===== src/rtl/regfile_pkg.sv =====
// Shared definitions for the scoreboarded register file: default widths,
// the hard-wired zero register index and flattened-bus slice helpers.
package regfile_pkg;

    localparam int DATA_W_DEF = 32;
    localparam int ADDR_W_DEF = 5;
    localparam int REG_ZERO   = 0;

    function automatic int busWidth(input int ports, input int width);
        return ports * width;
    endfunction

    function automatic int sliceLsb(input int port, input int width);
        return port * width;
    endfunction

endpackage


===== src/rtl/regfile_scoreboard.sv =====
// Per-register pending bits and the running count of pending registers.
// A reservation made on the same edge as a release of that register wins.
module regfile_scoreboard
    import regfile_pkg::*;
#(
    parameter int ADDR_W = ADDR_W_DEF
) (
    input  logic                 clock_in,
    input  logic                 reset,
    input  logic                 issueValid,
    input  logic [ADDR_W-1:0]    issueReg,
    input  logic                 regWrite,
    input  logic [ADDR_W-1:0]    writeReg,
    output logic [2**ADDR_W-1:0] busyVec,
    output logic [ADDR_W:0]      pendingCount
);

    logic setHit;
    logic sameReg;
    logic countInc;
    logic countDec;

    always_comb begin
        setHit   = issueValid && (issueReg != ADDR_W'(REG_ZERO));
        sameReg  = setHit && regWrite && (issueReg == writeReg);
        countInc = setHit && !busyVec[issueReg];
        // A release that coincides with a new reservation of that register is absorbed.
        countDec = regWrite && busyVec[writeReg] && !sameReg;
    end

    always_ff @(posedge clock_in or posedge reset) begin
        if (reset) begin
            busyVec      <= '0;
            pendingCount <= '0;
        end else begin
            if (regWrite) begin
                busyVec[writeReg] <= 1'b0;
            end
            if (setHit) begin
                busyVec[issueReg] <= 1'b1;
            end
            case ({countInc, countDec})
                2'b10:   pendingCount <= pendingCount + (ADDR_W+1)'(1);
                2'b01:   pendingCount <= pendingCount - (ADDR_W+1)'(1);
                default: pendingCount <= pendingCount;
            endcase
        end
    end

endmodule


===== src/rtl/regfile_sb.sv =====
// Register file with NUM_RD combinational read ports, one write port and an
// operand-stall scoreboard. Define REGFILE_BYPASS_EN to forward writeback data.
module regfile_sb
    import regfile_pkg::*;
#(
    parameter int DATA_W = DATA_W_DEF,
    parameter int ADDR_W = ADDR_W_DEF,
    parameter int NUM_RD = 2
) (
    input  logic                                  clock_in,
    input  logic                                  reset,
    input  logic [busWidth(NUM_RD, ADDR_W)-1:0]   readReg,
    input  logic [NUM_RD-1:0]                     readEn,
    output logic [busWidth(NUM_RD, DATA_W)-1:0]   readData,
    input  logic                                  issueValid,
    input  logic [ADDR_W-1:0]                     issueReg,
    input  logic                                  regWrite,
    input  logic [ADDR_W-1:0]                     writeReg,
    input  logic [DATA_W-1:0]                     writeData,
    output logic                                  stall,
    output logic [ADDR_W:0]                       pendingCount,
    output logic [2**ADDR_W-1:0]                  busyVec
);

    localparam int DEPTH = 2**ADDR_W;

    logic [DATA_W-1:0] regFile [DEPTH];
    logic [NUM_RD-1:0] portStall;

    always_ff @(posedge clock_in or posedge reset) begin
        if (reset) begin
            for (int i = 0; i < DEPTH; i++) begin
                regFile[i] <= '0;
            end
        end else if (regWrite && (writeReg != ADDR_W'(REG_ZERO))) begin
            regFile[writeReg] <= writeData;
        end
    end

    regfile_scoreboard #(
        .ADDR_W(ADDR_W)
    ) uScoreboard (
        .clock_in     (clock_in),
        .reset        (reset),
        .issueValid   (issueValid),
        .issueReg     (issueReg),
        .regWrite     (regWrite),
        .writeReg     (writeReg),
        .busyVec      (busyVec),
        .pendingCount (pendingCount)
    );

    for (genvar k = 0; k < NUM_RD; k++) begin : gRead
        localparam int A_LSB = sliceLsb(k, ADDR_W);
        localparam int D_LSB = sliceLsb(k, DATA_W);

        logic [ADDR_W-1:0] idx;
        logic              isZero;
        logic              bypassed;

        assign idx    = readReg[A_LSB +: ADDR_W];
        assign isZero = (idx == ADDR_W'(REG_ZERO));
`ifdef REGFILE_BYPASS_EN
        // Reset gating keeps every port reading zero while reset is held.
        assign bypassed = !reset && regWrite && (writeReg == idx) && !isZero;
`else
        assign bypassed = 1'b0;
`endif
        assign readData[D_LSB +: DATA_W] = isZero   ? '0 :
                                           bypassed ? writeData :
                                                      regFile[idx];
        assign portStall[k] = readEn[k] && busyVec[idx] && !bypassed;
    end

    assign stall = |portStall;

endmodule


===== config.mk =====
export PLATFORM = sky130hd
export DESIGN_NAME = regfile_sb
export DESIGN_NICKNAME = d
export VERILOG_FILES = /design/src/rtl/regfile_pkg.sv /design/src/rtl/regfile_scoreboard.sv /design/src/rtl/regfile_sb.sv
export SDC_FILE = /design/constraint.sdc
export NUM_CORES = 2
export LEC_CHECK = 0
export BUFFER_PORTS_ARGS = -buffer_cell sky130_fd_sc_hd__buf_2
export CAP_MARGIN = 20
export CORE_ASPECT_RATIO = 1.5
export CORE_MARGIN = 2
export CORE_UTILIZATION = 65
export CTS_BUF_LIST = sky130_fd_sc_hd__clkbuf_16
export CTS_CLUSTER_SIZE = 40
export DETAILED_ROUTE_END_ITERATION = 7
export HOLD_SLACK_MARGIN = 0.02
export PLACE_DENSITY = 0.9
export SYNTH_ARGS = -nofsm -noshare
export SYNTH_HDL_FRONTEND = slang
export SYNTH_SLANG_ARGS = --single-unit

===== constraint.sdc =====
create_clock -name clock_in -period 82.5 [get_ports clock_in]
set_input_delay 12.375 -clock clock_in [delete_from_list [all_inputs] [get_ports clock_in]]
set_output_delay 12.375 -clock clock_in [all_outputs]
set_load 0.1 [all_outputs]

# Yosys cells after proc, flatten, opt, wreduce, memory -nomap -nowiden
# Cells that the tools add are included.
# word_totals
regBits	1062
output_inout_bits	103
word_cells	101
input_bits	58
# classes
addsub	2
mux	26
reduce_logical	20
bitwise_logic	6
order_cmp	10
eq_ne	3
# op_table
op	n
1024-bit bitwise mux	1
32-bit binary-select mux with 5-bit select	2
32-bit two-way mux	9
32-bit demux with 5-bit select	1
32-bit bitwise AND	1
32-bit NOT	1
32-bit bitwise OR	1
5-bit by 6-bit < comparator with 1-bit output, second input constant	4
1-bit binary-select mux with 5-bit select	4
6-bit >= comparator, second input constant	3
5-bit NOT with 6-bit output	3
1-bit logical AND	12
6-bit one-hot mux with 2 select lines	1
1-bit demux with 5-bit select	2
5-bit by 1-bit >= comparator with 1-bit output, second input constant	2
5-bit zero test	2
5-bit nonzero test	2
6-bit by 1-bit adder with 6-bit output, second input constant	1
6-bit by 1-bit < comparator with 1-bit output, second input constant	1
1-bit two-way mux	6
6-bit by 1-bit subtractor with 6-bit output, second input constant	1
5-bit equality test	1
2-bit by 1-bit equality test with 1-bit output, second input constant	1
2-bit equality test, second input constant	1
other kinds (3)	4

# Depth between registers and ports, before layout
# depth
word_depth	9
depth_mapped	14
ltp_nobuf	13

# By module
# A second synthesis with hierarchy kept.
# unflattened
hier_cells	3556
area_unflattened_um2	57047.2
# by_module_without_submodules
module	n_inst	cells_per_inst	area_per_inst_um2	seq_area_each_um2
regfile_sb	1	3320	54656.2	25624.6
regfile_scoreboard	1	236	2391.0	950.9

# Worst setup path after synthesis
# No wires, ideal clock.
# synth_path
kind	in2out
start	input readReg[0]
end	output readData[14]
t_arrival_ps	15964
stages	9
t_required_ps	70125
n_path_buf	5
slack_ps	54161
path_cell_list	buf_2 buf_6 buf_4 buf_4 buf_4 mux2i_1 o22ai_1 a211oi_1 a221oi_1
# synth_between
elab_chain_len	5
word_cells_on_any_way	6
classes_between	4 x mux; 1 x bitwise; 1 x reduce/logical
# synth_lines
item	line	text
start, declared	regfile_sb.sv:12	input logic [busWidth(NUM_RD, ADDR_W)-1:0] readReg,
5-bit NOT with 6-bit output (implied by the code)	regfile_sb.sv:71	regFile[idx];
32-bit binary-select mux with 5-bit select	regfile_sb.sv:71	
32-bit two-way mux (implied by the code) (2 in series)	regfile_sb.sv:71	
32-bit two-way mux *	regfile_sb.sv:69	assign readData[D_LSB +: DATA_W] = isZero ? '0 :
end, declared	regfile_sb.sv:14	output logic [busWidth(NUM_RD, DATA_W)-1:0] readData,
# Every way passes the cells marked *; elsewhere a longest branch is shown, timed or not. The select of a mux whose other input is x is not followed.

# Final worst setup path
# layout_path
start	input readReg[0]
end	output readData[2]
# The elaborated chain is that of the path after synthesis.

==> impl_metrics.env <==
export IMPL_outcome="complete, but fails checks"
export IMPL_violations="DRC"
export IMPL_rsz0062_at_grt="false"
export IMPL_vias=36901
export IMPL_avgViaCountPerCell=7.73
export IMPL_ys_types=52
export IMPL_setup_viol=0
export IMPL_grt_max_degree=184
export IMPL_pre_cts_ws_ns=52.49
export IMPL_post_route_min_period_ns=30.05
export IMPL_critPathTopFamily="buffers and inverters"
export IMPL_cp_start_kind="primary input"
export IMPL_synth_top_area_share_pct=46.7
export IMPL_hpwl_um=85700
export IMPL_cts_resized=0
export IMPL_area_growth_pct=7.32
export IMPL_maxCapViolations=0
export IMPL_rows=132
export IMPL_path_class="in2out"
export IMPL_grt_pass1_wl_um=248000
export IMPL_start_util_pct=65.7
export IMPL_synth_top_cells_by_count="dfrtp_1, mux2_2, mux4_2, clkbuf_1, buf_2"
export IMPL_grt_pass1_vias=39146
export IMPL_critical_path_required_ns=70.12
export IMPL_antenna_found_initial=11
export IMPL_ys_seq_elements=1062
export IMPL_die_y_um=366
export IMPL_yosysSeqAreaShare_pct=46.7
export IMPL_ant_nets=0
export IMPL_critPathBufInv=5
export IMPL_grtUsageTotal_pct=37.3
export IMPL_final_hold_violation_count=0
export IMPL_setup_tns_ns=0
export IMPL_cts_buffers=97
export IMPL_clk_path_buf_depth=3
export IMPL_wire_per_inst_um=34.2
export IMPL_synth_ff_type="dfrtp_1"
export IMPL_io_buffers=160
export IMPL_hold_slack_ns=0.399
export IMPL_crit_path_max_incr_delay_ns=1.01
export IMPL_path_common_cell="buf_4"
export IMPL_synthArstFlopShare_pct=100
export IMPL_hold_class="reg2reg"
export IMPL_critPathArrivalTime_ns=17.67
export IMPL_cp_max_fo=73
export IMPL_total_power_w=0.00155
export IMPL_p_leak_nw=26.6
export IMPL_ctsHtreeMaxLevel=3
export IMPL_cp_slowest_cell="a221oi_1"
export IMPL_seq_power_share_pct=45.5
export IMPL_setup_ws_ns=52.45
export IMPL_die_area_um2=90000
export IMPL_placed_area_um2=58100
export IMPL_stdcell_area_um2=61100
export IMPL_clock_power_share_pct=27.8
export IMPL_synth_warnings=0
export IMPL_cp_end_kind="output port"
export IMPL_gp_congestion=0.867
export IMPL_period_share_pct=36.4
export IMPL_crit_chain="buf_8, buf_4, buf_4, buf_4, mux4_2, mux2_2, nand2_1, a221oi_1, buf_2"
export IMPL_drive_gt1_share_pct=53.8
export IMPL_syn_instance_count=3657
export IMPL_synth_area_um2=56900
export IMPL_relSlewSlack_pct=18.6
export IMPL_ctsHoldBuffers=0
export IMPL_fmax_mhz=33.3
export IMPL_synth_area_leaders="dfrtp_1, mux4_2, mux2_2, mux2i_1, clkbuf_1"
export IMPL_wl_um=164000
export IMPL_yosysMostFrequentCell="dfrtp_1"
export IMPL_root_buffer="clkbuf_16"
export IMPL_overflow=0
export IMPL_syn_avg_cell_area_um2=15.6
export IMPL_p_sw_w=0.000501
export IMPL_path_clk_slew_ns=0.06
export IMPL_power_density_nw_per_um2=25.4
export IMPL_internal_power_w=0.00105
export IMPL_clock_skew_ns=0.0133
export IMPL_core_area_um2=86500
export IMPL_switching_share_pct=32.3
export IMPL_clkSinkCount=1062
export IMPL_chipWidth_um=246
export IMPL_cts_tree="yes"
export IMPL_nets=3620
export IMPL_clk_latency_ns=0.70
export IMPL_synth_fp_nets=3721
export IMPL_irDropWorstVdd_mv=0.0357
export IMPL_worst_pin_slew_ns=1.22
export IMPL_synth_top_cell_by_area="dfrtp_1"
export IMPL_dr_pass1_iters=8
export IMPL_synth_edf_count=0
export IMPL_comb_power_share_pct=26.7
export IMPL_cts_setup_buffers=0
export IMPL_pin_count=161
export IMPL_drtIter0Drc=4455
export IMPL_route_detailed_drc=1
export IMPL_drv_slew=0
-- cell usage in the layout (no fill, tap or decap), types with 38 or more instances in the layout --
| cell type | netlist | layout |
|---|---|---|
| mux2i_1 | 100 | 100 |
| nand2_1 | 66 | 51 |
| o21ai_0 | 38 | 38 |
| buf_4 | 19 | 60 |
| mux2_2 | 987 | 987 |
| clkbuf_16 | 0 | 99 |
| mux4_2 | 575 | 575 |
| inv_1 | 48 | 76 |
| buf_2 | 120 | 152 |
| dfrtp_1 | 1062 | 1062 |
| mux2_1 | 52 | 52 |
-- logic make-up after synthesis --
kind of cell    after synthesis  synth area share [%]
mux                        1719                  45.3
flops                      1062                  46.7
buf+inv                     471                  3.62
compound gates              220                  2.66
simple gates                170                  1.44
xor+xnor                      9                 0.139
fa+ha+maj                     6                 0.145
-- registers in the layout (all words and copies together), names as in the netlist --
name / count
uScoreboard.busyVec: 32
uScoreboard.pendingCount: 6
regFile: 1024
-- layout make-up --
cell class / count / area [um^2]
Antenna cell: 6 / 15.0
Fill cell: 5171 / 25500
Inverter: 48 / 188
Tap cell: 1139 / 1430
Timing Repair Buffer: 223 / 1410
Multi-Input combinational cell: 2124 / 28500
Clock buffer: 99 / 2480
Clock inverter: 74 / 475
Sequential cell: 1062 / 26600
-- path summary, 6_finish.rpt --
path | start | end | slack [ns] | cells past startpoint
worst max-delay path | readReg[0] | readData[2] | 52.45 | 9
worst max register to register | uScoreboard.busyVec[31]$_DFF_PP0_ | uScoreboard.pendingCount[5]$_DFFE_PP0P_ | 78.86 | 11
min in group asynchronous | reset | regFile[131]$_DFFE_PP0P_ | 11.89 | 2
max in group asynchronous | reset | regFile[627]$_DFFE_PP0P_ | 67.66 | 5
worst min-delay path | regFile[1021]$_DFFE_PP0P_ | regFile[1021]$_DFFE_PP0P_ | 0.40 | 0
worst min register to register | regFile[1021]$_DFFE_PP0P_ | regFile[1021]$_DFFE_PP0P_ | 0.40 | 0
-- layer usage --
layer	share of wire [%]	global-route usage, %
met1	35	48.4
met2	47	57.1
met3	11	9.45
met4	7.2	22.6
met5	0.039	0
-- per-stage QoR --
step | cells | util (%)
after floorplan | 3657 | -
after global placement | 4594 | 67.1
after detailed placement | 4595 | 67.1
after CTS | 4768 | 70.5
after global routing | 4772 | 70.5
final | 4775 | 70.5
-- power by group through the flow --
stage,combinational (W),sequential (W),clock (W)
3_5_place_dp,0.000409,0.000706,0
2_1_floorplan,0.000307,0.000717,0
5_1_grt,0.000435,0.000714,0.000455
6_report,0.000414,0.000705,0.000432
4_1_cts,0.000414,0.000700,0.000434
3_3_place_gp,0.000397,0.000695,0
Power figures use the tool's default switching activity.
